<file path="config.mk">
export PLATFORM = sky130hd
export DESIGN_NAME = core_mc_ctrl
export DESIGN_NICKNAME = d
export VERILOG_FILES = /design/src/rtl/core_pkg.sv /design/src/rtl/core_lsu_fmt.sv /design/src/rtl/core_mc_ctrl.sv
export SDC_FILE = /design/constraint.sdc
export NUM_CORES = 1
export LEC_CHECK = 0
export ABC_AREA = 0
export BUFFER_PORTS_ARGS = -buffer_cell sky130_fd_sc_hd__buf_2
export CORE_ASPECT_RATIO = 1.4
export CORE_UTILIZATION = 43
export DETAILED_ROUTE_END_ITERATION = 8
export HOLD_SLACK_MARGIN = 0.08
export PLACE_DENSITY = 0.66
export SLEW_MARGIN = 10
export SYNTH_ARGS = -nofsm -noshare
export SYNTH_HDL_FRONTEND = slang
export SYNTH_SLANG_ARGS = --single-unit
</file>
<file path="constraint.sdc">
create_clock -name clk -period 4.7 [get_ports clk]
set_clock_uncertainty 0.15 [all_clocks]
set_input_delay 0.94 -clock clk [delete_from_list [all_inputs] [get_ports clk]]
set_output_delay 0.94 -clock clk [all_outputs]
set_load 0.1 [all_outputs]
</file>
<file path="src/rtl/core_pkg.sv">
// ============================================================================
// Module     : core_pkg
// Purpose    : Shared types and constants for the multi-cycle core controller:
//              decoder class enum, one-hot state encoding, trap causes, NOP.
// Ports      : none (package)
// Revision   : 1.0 - initial release
// ============================================================================
`default_nettype none

package core_pkg;

  typedef enum logic [2:0] {
    CLS_ALU    = 3'd0,
    CLS_LOAD   = 3'd1,
    CLS_STORE  = 3'd2,
    CLS_BRANCH = 3'd3,
    CLS_JAL    = 3'd4,
    CLS_JALR   = 3'd5,
    CLS_LUI    = 3'd6,
    CLS_AUIPC  = 3'd7
  } dec_class_e;

  // One-hot controller states
  localparam int         C_ST_W         = 6;
  localparam logic [5:0] C_ST_FETCH     = 6'b000001;
  localparam logic [5:0] C_ST_DECODE    = 6'b000010;
  localparam logic [5:0] C_ST_EXECUTE   = 6'b000100;
  localparam logic [5:0] C_ST_MEMORY    = 6'b001000;
  localparam logic [5:0] C_ST_WRITEBACK = 6'b010000;
  localparam logic [5:0] C_ST_TRAP      = 6'b100000;

  // Trap causes
  localparam logic [3:0] C_CAUSE_IADDR   = 4'd0;
  localparam logic [3:0] C_CAUSE_DADDR   = 4'd1;
  localparam logic [3:0] C_CAUSE_ILLEGAL = 4'd2;
  localparam logic [3:0] C_CAUSE_FETCH_TO = 4'd3;
  localparam logic [3:0] C_CAUSE_DMEM_TO = 4'd4;

  localparam logic [31:0] C_NOP = 32'h0000_0013;

endpackage

`default_nettype wire

</file>
<file path="src/rtl/core_lsu_fmt.sv">
// ============================================================================
// Module     : core_lsu_fmt
// Purpose    : Combinational byte-lane formatter for loads and stores.
// Ports      : i_off       byte offset of the access within the data word
//              i_funct3    access size [1:0] (0 byte, 1 half, else word),
//                          bit 2 selects zero-extension for loads
//              i_wdata     store source (low 32 bits of RS2)
//              i_rdata     raw load word from the data memory
//              o_be        store byte enables
//              o_wdata     store data replicated across all lanes
//              o_rdata_ext selected load lane, sign/zero extended to XLEN
// Revision   : 1.0 - initial release
// ============================================================================
`default_nettype none

module core_lsu_fmt #(
  parameter int XLEN = 32
) (
  input  logic [$clog2(XLEN/8)-1:0] i_off,
  input  logic [2:0]                i_funct3,
  input  logic [31:0]               i_wdata,
  input  logic [XLEN-1:0]           i_rdata,
  output logic [XLEN/8-1:0]         o_be,
  output logic [XLEN-1:0]           o_wdata,
  output logic [XLEN-1:0]           o_rdata_ext
);

  localparam int NB = XLEN / 8;

  logic [XLEN-1:0] w_lane;
  logic [XLEN-1:0] w_wext;

  // Bring the addressed lane down to bit 0
  assign w_lane = i_rdata >> {i_off, 3'b000};

  // Word is the widest access; on a 32-bit datapath it needs no extension
  if (XLEN == 32) begin : g_word32
    assign w_wext = w_lane;
  end else begin : g_word64
    assign w_wext = {{(XLEN-32){w_lane[31] & ~i_funct3[2]}}, w_lane[31:0]};
  end

  always_comb begin
    o_be        = '0;
    o_wdata     = '0;
    o_rdata_ext = '0;
    case (i_funct3[1:0])
      2'd0: begin
        o_be        = NB'(1) << i_off;
        o_wdata     = {NB{i_wdata[7:0]}};
        o_rdata_ext = {{(XLEN-8){w_lane[7] & ~i_funct3[2]}}, w_lane[7:0]};
      end
      2'd1: begin
        o_be        = NB'(3) << i_off;
        o_wdata     = {(NB/2){i_wdata[15:0]}};
        o_rdata_ext = {{(XLEN-16){w_lane[15] & ~i_funct3[2]}}, w_lane[15:0]};
      end
      default: begin
        o_be        = NB'(4'hF) << i_off;
        o_wdata     = {(NB/4){i_wdata}};
        o_rdata_ext = w_wext;
      end
    endcase
  end

endmodule

`default_nettype wire

</file>
<file path="src/rtl/core_mc_ctrl.sv">
// ============================================================================
// Module     : core_mc_ctrl
// Purpose    : Multi-cycle core controller FETCH/DECODE/EXECUTE/MEMORY/
//              WRITEBACK with sticky TRAP and memory-ack timeouts.
// Config     : CORE_MISALIGN_TRAP_EN - when defined, misaligned data addresses
//              and jump/branch targets with bit1 set trap in EXECUTE; when
//              undefined they are silently aligned down.
// Ports      : clk/rst            clock, synchronous active-high reset
//              o_i_mem_*/i_i_mem_* instruction fetch handshake
//              o_inst             latched instruction to the decoder
//              i_dec_*            decoder class / funct3 / illegal flag
//              i_rs1/i_rs2/i_imm/i_alu_result/i_br_taken  operand inputs
//              o_d_mem_*/i_d_mem_* data memory handshake
//              o_rf_we/o_rf_wdata register-file write port
//              o_pc/o_trap/o_trap_cause  architectural status
// Revision   : 1.0 - initial release
// ============================================================================
`default_nettype none

module core_mc_ctrl
  import core_pkg::*;
#(
  parameter int              XLEN         = 32,
  parameter logic [XLEN-1:0] RESET_PC     = '0,
  parameter int              MEM_WAIT_MAX = 16
) (
  input  logic              clk,
  input  logic              rst,
  output logic              o_i_mem_req,
  output logic [XLEN-1:0]   o_i_mem_addr,
  input  logic              i_i_mem_ack,
  input  logic [31:0]       i_i_mem_in,
  output logic [31:0]       o_inst,
  input  logic [2:0]        i_dec_class,
  input  logic [2:0]        i_dec_funct3,
  input  logic              i_dec_illegal,
  input  logic [XLEN-1:0]   i_rs1,
  input  logic [XLEN-1:0]   i_rs2,
  input  logic [XLEN-1:0]   i_imm,
  input  logic [XLEN-1:0]   i_alu_result,
  input  logic              i_br_taken,
  output logic              o_d_mem_req,
  output logic              o_d_mem_we,
  output logic [XLEN/8-1:0] o_d_mem_be,
  output logic [XLEN-1:0]   o_d_mem_addr,
  output logic [XLEN-1:0]   o_d_mem_data,
  input  logic              i_d_mem_ack,
  input  logic [XLEN-1:0]   i_d_mem_in,
  output logic              o_rf_we,
  output logic [XLEN-1:0]   o_rf_wdata,
  output logic [XLEN-1:0]   o_pc,
  output logic              o_trap,
  output logic [3:0]        o_trap_cause
);

  localparam int NB     = XLEN / 8;
  localparam int OFF_W  = $clog2(NB);
  localparam int WAIT_W = (MEM_WAIT_MAX < 2) ? 1 : $clog2(MEM_WAIT_MAX + 1);

  logic [C_ST_W-1:0] r_state, w_state_nxt;
  logic [3:0]        r_cause, w_cause_nxt;
  logic              r_run;
  logic [WAIT_W-1:0] r_wait;
  logic [XLEN-1:0]   r_pc, r_alu, r_imm, r_pc4, r_pcimm, r_tgt, r_daddr, r_ldata;
  logic [31:0]       r_inst, r_rs2;
  dec_class_e        r_class;
  logic [2:0]        r_funct3;
  logic              r_br_taken;

  dec_class_e      w_class;
  logic            w_ireq, w_timeout, w_is_mem, w_trap_i, w_trap_d;
  logic [OFF_W-1:0] w_amask;
  logic [XLEN-1:0] w_ea, w_pcimm, w_tgt_raw, w_tgt, w_daddr, w_pc_nxt;
  logic [XLEN-1:0] w_st_data, w_ld_data;
  logic [NB-1:0]   w_be;

  assign w_class   = dec_class_e'(i_dec_class);
  assign w_is_mem  = (w_class == CLS_LOAD) || (w_class == CLS_STORE);
  // The request is held off for one cycle after reset so that a stale ack
  // from an access abandoned by reset is never taken as a fetch completion.
  assign w_ireq    = (r_state == C_ST_FETCH) && r_run;
  // Ack in the cycle the count reaches the limit wins over the timeout
  assign w_timeout = (MEM_WAIT_MAX != 0) && (r_wait == WAIT_W'(MEM_WAIT_MAX - 1));

  assign w_ea      = i_rs1 + i_imm;
  assign w_pcimm   = r_pc + i_imm;
  assign w_tgt_raw = (w_class == CLS_JALR) ? {w_ea[XLEN-1:1], 1'b0} : w_pcimm;

  always_comb begin
    case (i_dec_funct3[1:0])
      2'd0:    w_amask = '0;
      2'd1:    w_amask = OFF_W'(1);
      default: w_amask = OFF_W'(3);
    endcase
  end

`ifdef CORE_MISALIGN_TRAP_EN
  logic w_jump;
  assign w_jump   = (w_class == CLS_JAL) || (w_class == CLS_JALR) ||
                    ((w_class == CLS_BRANCH) && i_br_taken);
  assign w_trap_i = w_jump && w_tgt_raw[1];
  assign w_trap_d = w_is_mem && |(w_ea[OFF_W-1:0] & w_amask);
  assign w_tgt    = w_tgt_raw;
  assign w_daddr  = w_ea;
`else
  assign w_trap_i = 1'b0;
  assign w_trap_d = 1'b0;
  assign w_tgt    = {w_tgt_raw[XLEN-1:2], 1'b0, w_tgt_raw[0]};
  assign w_daddr  = {w_ea[XLEN-1:OFF_W], w_ea[OFF_W-1:0] & ~w_amask};
`endif

  core_lsu_fmt #(.XLEN(XLEN)) u_lsu_fmt (
    .i_off       (r_daddr[OFF_W-1:0]),
    .i_funct3    (r_funct3),
    .i_wdata     (r_rs2),
    .i_rdata     (r_ldata),
    .o_be        (w_be),
    .o_wdata     (w_st_data),
    .o_rdata_ext (w_ld_data)
  );

  // State register
  always_ff @(posedge clk) begin
    if (rst) begin
      r_state <= C_ST_FETCH;
      r_cause <= '0;
      r_run   <= 1'b0;
    end else begin
      r_state <= w_state_nxt;
      r_cause <= w_cause_nxt;
      r_run   <= 1'b1;
    end
  end

  // Next-state logic
  always_comb begin
    w_state_nxt = r_state;
    w_cause_nxt = r_cause;
    case (r_state)
      C_ST_FETCH: begin
        if (w_ireq && i_i_mem_ack) begin
          w_state_nxt = C_ST_DECODE;
        end else if (w_ireq && w_timeout) begin
          w_state_nxt = C_ST_TRAP;
          w_cause_nxt = C_CAUSE_FETCH_TO;
        end
      end
      C_ST_DECODE: begin
        if (i_dec_illegal) begin
          w_state_nxt = C_ST_TRAP;
          w_cause_nxt = C_CAUSE_ILLEGAL;
        end else begin
          w_state_nxt = C_ST_EXECUTE;
        end
      end
      C_ST_EXECUTE: begin
        if (w_trap_i) begin
          w_state_nxt = C_ST_TRAP;
          w_cause_nxt = C_CAUSE_IADDR;
        end else if (w_trap_d) begin
          w_state_nxt = C_ST_TRAP;
          w_cause_nxt = C_CAUSE_DADDR;
        end else if (w_is_mem) begin
          w_state_nxt = C_ST_MEMORY;
        end else begin
          w_state_nxt = C_ST_WRITEBACK;
        end
      end
      C_ST_MEMORY: begin
        if (i_d_mem_ack) begin
          w_state_nxt = C_ST_WRITEBACK;
        end else if (w_timeout) begin
          w_state_nxt = C_ST_TRAP;
          w_cause_nxt = C_CAUSE_DMEM_TO;
        end
      end
      C_ST_WRITEBACK: w_state_nxt = C_ST_FETCH;
      C_ST_TRAP:      w_state_nxt = C_ST_TRAP;
      default:        w_state_nxt = C_ST_FETCH;
    endcase
  end

  // Output logic
  always_comb begin
    o_i_mem_req = w_ireq;
    o_d_mem_req = (r_state == C_ST_MEMORY);
    o_d_mem_we  = (r_state == C_ST_MEMORY) && (r_class == CLS_STORE);
    o_d_mem_be  = (r_state == C_ST_MEMORY) ? w_be : '0;
    o_rf_we     = (r_state == C_ST_WRITEBACK) &&
                  (r_class != CLS_STORE) && (r_class != CLS_BRANCH);
    o_trap      = (r_state == C_ST_TRAP);
    case (r_class)
      CLS_ALU:            o_rf_wdata = r_alu;
      CLS_LOAD:           o_rf_wdata = w_ld_data;
      CLS_LUI:            o_rf_wdata = r_imm;
      CLS_AUIPC:          o_rf_wdata = r_pcimm;
      CLS_JAL, CLS_JALR:  o_rf_wdata = r_pc4;
      default:            o_rf_wdata = '0;
    endcase
  end

  assign o_i_mem_addr = r_pc;
  assign o_d_mem_addr = r_daddr;
  assign o_d_mem_data = w_st_data;
  assign o_inst       = r_inst;
  assign o_pc         = r_pc;
  assign o_trap_cause = r_cause;

  assign w_pc_nxt = (((r_class == CLS_BRANCH) && r_br_taken) ||
                     (r_class == CLS_JAL) || (r_class == CLS_JALR)) ? r_tgt : r_pc4;

  // Datapath registers
  always_ff @(posedge clk) begin
    if (rst) begin
      r_pc       <= RESET_PC;
      r_inst     <= C_NOP;
      r_wait     <= '0;
      r_class    <= CLS_ALU;
      r_funct3   <= '0;
      r_br_taken <= 1'b0;
      r_alu      <= '0;
      r_imm      <= '0;
      r_pc4      <= '0;
      r_pcimm    <= '0;
      r_tgt      <= '0;
      r_daddr    <= '0;
      r_rs2      <= '0;
      r_ldata    <= '0;
    end else begin
      // Counter restarts on every state change, so it is zero on entry
      if (w_state_nxt != r_state) begin
        r_wait <= '0;
      end else if (w_ireq || (r_state == C_ST_MEMORY)) begin
        r_wait <= r_wait + WAIT_W'(1);
      end
      if (w_ireq && i_i_mem_ack) begin
        r_inst <= i_i_mem_in;
      end
      if (r_state == C_ST_EXECUTE) begin
        r_class    <= w_class;
        r_funct3   <= i_dec_funct3;
        r_br_taken <= i_br_taken;
        r_alu      <= i_alu_result;
        r_imm      <= i_imm;
        r_pc4      <= r_pc + XLEN'(4);
        r_pcimm    <= w_pcimm;
        r_tgt      <= w_tgt;
        r_daddr    <= w_daddr;
        r_rs2      <= i_rs2[31:0];
      end
      if ((r_state == C_ST_MEMORY) && i_d_mem_ack) begin
        r_ldata <= i_d_mem_in;
      end
      if (r_state == C_ST_WRITEBACK) begin
        r_pc <= w_pc_nxt;
      end
    end
  end

endmodule

`default_nettype wire
</file>
======== Word-level counts from Yosys, hierarchy flattened ========
Cells that the tools add are included.
word-level totals
  register bits after elaboration ......... 342
  input port bits ......................... 204
  output and inout bits ................... 205
  word-level logic and storage cells ...... 98
operators by class
  add/subtract/negate cells ............... 4
  equal/unequal tests ..................... 27
  shift-type cells ........................ 4
  multiplexer cells ....................... 22
  bitwise operators ....................... 5
  reduce and logical (&&, ||, !) cells .... 19
operators with widths
  operator               count
  $pmux 32 s5            1
  $pmux 32 s2            2
  $add 32x32->32         2
  $mux 32                2
  $add 32x3->32 const B  1
  $shr 32x5->32          1
  $mux 6                 5
  $pmux 6 s5             1
  $mux 4                 6
  $eq 3x3->1 const B     5
  $pmux 4 s3             1
  $eq 3x2->1 const B     3
  $logic_and 1x1->1      8
  $pmux 4 s2             1
  $eq 3x1->1 const B     2
  $eq 6x1->1 const B     1
  $eq 6x2->1 const B     1
  $eq 6x3->1 const B     1
  $eq 6x4->1 const B     1
  $eq 6x5->1 const B     1
  $eq 6x6->1 const B     1
  $ne 2x2->1 const B     3
  $ne 3x2->1 const B     2
  $ne 6x6->1             1
  other kinds (20)       28

======== Logic depth before layout (Yosys ltp) ========
  depth after elaboration ................. 8
  gate-level depth with buffers ........... 12
  gate-level depth less buffers ........... 12

======== Cells and area by module ========
A second synthesis with hierarchy kept.
unflattened totals
  cell total of the unflattened synthesis .. 2477
  area, all modules ....................... 18840.6 um^2
modules (own cells, without submodules)
  module        times used  cells each  area an instance (um^2)  sequential area each (um^2)
  core_mc_ctrl  1           2315        17621.9                  6826.5
  core_lsu_fmt  1           162         1218.7                   0.0

======== Worst setup path before layout ========
OpenSTA, ideal clock, no wires.
  path kind ............................... register -> output
  from .................................... reg r_daddr[0], in the netlist o_d_mem_addr[0]
  to ...................................... out o_d_mem_be[2]
  arrival ................................. 4.411 ns
  required time ........................... 3.610 ns
  slack ................................... -0.801 ns
  cell stages (with the launch flop) ...... 6
  buffers on the path ..................... 3
  cells stage by stage .................... dfxtp_1 -> clkbuf_1 -> buf_1 -> clkbuf_1 -> nand2_1 -> a221oi_1
between the ends
  cells in the longest elaborated chain, start to end .. 3
  elaborated cells on any way between the ends .. 5
  classes of those cells .................. 3 x shift; 2 x mux
ends and longest elaborated chain
  element                                    line                 source
  start: declaration                         core_mc_ctrl.sv:64   logic [XLEN-1:0] r_pc, r_alu, r_imm, r_pc4, r_pcimm, r_tgt, r_daddr, r_ldata;
  start signal: assignment                   core_mc_ctrl.sv:248  r_daddr <= w_daddr;
  $shl 4x2->4, or another cell as far along  core_lsu_fmt.sv:59   o_be = NB'(4'hF) << i_off;
  $pmux 4 s2 (*)                             core_lsu_fmt.sv:47   case (i_funct3[1:0])
  $mux 4 (*)                                 core_mc_ctrl.sv:188  o_d_mem_be = (r_state == C_ST_MEMORY) ? w_be : '0;
  end: declaration                           core_mc_ctrl.sv:44   output logic [XLEN/8-1:0] o_d_mem_be,
Every way passes the cells marked *; elsewhere a longest branch is shown, timed or not.

======== Worst setup path in the final report ========
  from .................................... reg r_daddr[1], in the netlist o_d_mem_addr[1]
  to ...................................... out o_rf_wdata[24]
between the ends
  cells in the longest elaborated chain, start to end .. 4
  elaborated cells on any way between the ends .. 5
  classes of those cells .................. 1 x shift; 2 x mux; 2 x bitwise
ends and longest elaborated chain
  element                                line                                    source
  $shr 32x5->32 (*)                      core_lsu_fmt.sv:34                      assign w_lane = i_rdata >> {i_off, 3'b000};
  $and 1x1->1, on equally long branches  core_lsu_fmt.sv:56, core_lsu_fmt.sv:51
  $pmux 32 s2 (*)                        core_lsu_fmt.sv:47
  $pmux 32 s5 (*)                        core_mc_ctrl.sv:192                     case (r_class)
  end: declaration                       core_mc_ctrl.sv:50                      output logic [XLEN-1:0] o_rf_wdata,
Marked as above.

==> metrics.cfg <==
[outcome]
status=finished, final reports clean

[finish]
multi_input_area_sq_um=10400
nFillCells=4111
layout.cells.non_filler=3272
ff_latch_area_sq_um=6827
post-route-util_pct=51.79
area_growth_pct=18.13
drive_gt1_share_pct=19.68
fin_nets=2974

[synth]
syn-num-nets=2706
synthTopCellsByArea=dfxtp_1 (38%), nand2_1 (13%), a21oi_1 (8.4%)
synth_area_leader_cell=dfxtp_1
yosysSeqAreaShare_pct=37.51
avgSynthCellArea_sq_um=7.474
synth_top_area_share_pct=37.51
yosysMostFrequentCell=nand2_1
yosysUniqueCellTypes=74
ys_seq_elements=341
ys_warn_count=0
synth_edf_count=0
synthArstFlopShare_pct=0
syn_area_sq_um=18200
ys_top_cells_by_count=nand2_1 (650), dfxtp_1 (341), a21oi_1 (307)
syn_inst=2435
yosys_most_used_dff=dfxtp_1

[grt]
grtUsageTotal_pct=28.14
grt_pass1_vias=17000
grt_antenna_before_repair=3
overflow=0
grt_max_degree=121
grt_pass1_wl_mm=96.05

[clocking]
cts_tree=yes
h-tree-depth=2
clock_sinks=341
clk_latency_ns=0.53
cts_made_buffers=36
postCtsSetupRepairBufs=0
cts_buffer_depth=3
clkTransAtPathRegs_ns=0.07
hold_buffers=0
cts_resized=0
clockRootBuffer=clkbuf_16

[detailed_routing]
drtIter0Drc=1378
drc_errors=0
wl_mm=62.91
vias=18360
drtPass1Iterations=6
drt-vias-per-instance=5.610
wl_per_cell_um=19.23
detail-route-antenna-nets=0

[floorplanning]
ios=409
rows=88
fp.dieH_um=245.4
die_area_sq_um=43160
die_width_um=175.9
start_util_pct=43.84
core_area_sq_um=41510

[pwr]
clkPwrFrac_pct=44.5
internal-power_mw=4.831
p_leak_nw=8.573
seqPwrFrac_pct=44.7
irDropWorstVdd_v=0.0001927
p_sw_share_pct=25.95
powerDensity_nw_per_um2=303.5
switchingPower_mw=1.693
combPwrFrac_pct=10.8

[timing]
fin_crit_ns=4.377
period_share_pct=93.12
worst_pin_slew_ns=1.086
clock.fmax_ghz=0.2285
maxSlewViolCount=0
hold_viol_final=0
setup_viol_count_final=0
rsz0062_at_grt=false
setup_slack_ns=0.3231
slew_headroom_pct=27.41

[setup_path]
cp.required_ns=3.61
cp.arrival_ns=3.29
path_class=flip-flop to output port
start_kind=flip-flop
critPathCaptureType=output port
path_max_fanout=16

[placement]
dp_worst_setup_slack_ns=0.3307
placed_cells=3205
dp_hpwl_mm=46.87
portBuffers=407
gp_congestion=0.9274

[worst_hold_path]
hp-class=flip-flop to flip-flop

[flow_run]
max_cap_viol_count=0

==> path summary, 6_finish.rpt <==
path	from	end	slack, ns	cells after the start
max	o_d_mem_addr[1]	o_rf_wdata[24]	0.32	9
min reg2reg	o_inst[16]	o_inst[16]	0.30	2
min	o_inst[16]	o_inst[16]	0.30	2
max reg2reg	o_i_mem_addr[0]	r_pcimm[30]	0.90	11
==> state kept, by name, summed over array words and instances (netlist names), 5 cells and up <==
register      cells
r_alu            32
r_rs2            32
r_state           6
r_ldata          32
o_d_mem_addr     32
o_inst           32
r_pc4            32
r_wait            5
r_imm            32
r_tgt            31
o_i_mem_addr     32
r_pcimm          32
==> metrics by stage <==
| stage | setup TNS [ns] | cell area, sq um | total power, mW | hold WS [ns] |
|---|---|---|---|---|
| after floorplan | -0.01300 | 18210 | 3.441 | 0.2755 |
| after global placement | 0 | 20310 | 3.665 | 0.2897 |
| after detailed placement | 0 | 20310 | 3.672 | 0.2967 |
| after CTS | 0 | 21490 | 6.566 | 0.3049 |
| after global routing | 0 | 21500 | 6.736 | 0.3180 |
| final | 0 | 21500 | 6.524 | 0.3031 |
==> logic make-up after synthesis <==
family          share of synthesized area [%]
mux                                     2.860
buf+inv                                 5.596
other cells                           0.02061
simple gates                            22.17
flops                                   37.51
fa+ha+maj                               4.689
xor+xnor                                4.428
compound gates                          22.73
==> critical path: stages, from the launching register on <==
cell and delay [ns]:
dfxtp_1 0.67, mux2_2 0.39, o21ai_0 0.40, nor2_1 0.08, a21oi_1 0.14, nor2_1 0.06
o21a_1 0.38, nand2_1 0.15, nand3_1 0.15, buf_2 0.34
==> power groups by stage <==
stage,logic [mW],registers [mW],clock network (mW)
after floorplan,0.362,3.08,0
final,0.705,2.92,2.90
after global placement,0.686,2.98,0
after detailed placement,0.691,2.98,0
after CTS,0.696,2.92,2.95
after global routing,0.757,2.92,3.06
==> cell type report <==
class | count | share of cell area (%)
diodes | 3 | 0.03492
clock buffers | 56 | 5.058
clock inverters | 8 | 0.4190
inverters | 27 | 0.4714
multi-input cells | 1864 | 48.36
flip-flops and latches | 341 | 31.75
well taps | 540 | 3.143
repair buffers | 433 | 10.76
==> cell usage in the layout (no fill, tap or decap), drive strengths merged, types with 10 or more instances in the layout <==
cell type  Yosys  routed
a21oi        307     307
ha            65      65
nand3         44      44
a22oi         52      52
xnor2         51      51
xor2          41      41
mux2i         25      25
buf           52     433
o21bai        10      10
nand2        651     651
a21o          30      30
clkbuf       151      56
mux2          24      24
o211ai        10      10
nor2         184     184
a22o          11      11
a311oi        39      39
dfxtp        341     341
nand4         15      15
o21ai        101     101
a211oi        44      44
nor3          27      27
inv           27      27
nor2b         12      12
and3          15      15
a31oi         17      17
==> per-layer routing <==
| metal | vias up | track usage, % | wire [um] |
|---|---|---|---|
| li1 | 8923 | - | - |
| met1 | 8654 | 37.09 | 27390 |
| met2 | 684 | 47.24 | 29810 |
| met3 | 95 | 3.772 | 4030 |
| met4 | 0 | 8.875 | 1685 |
| met5 | - | 0 | 0 |
Note: power is estimated with default switching activity, not from simulation.
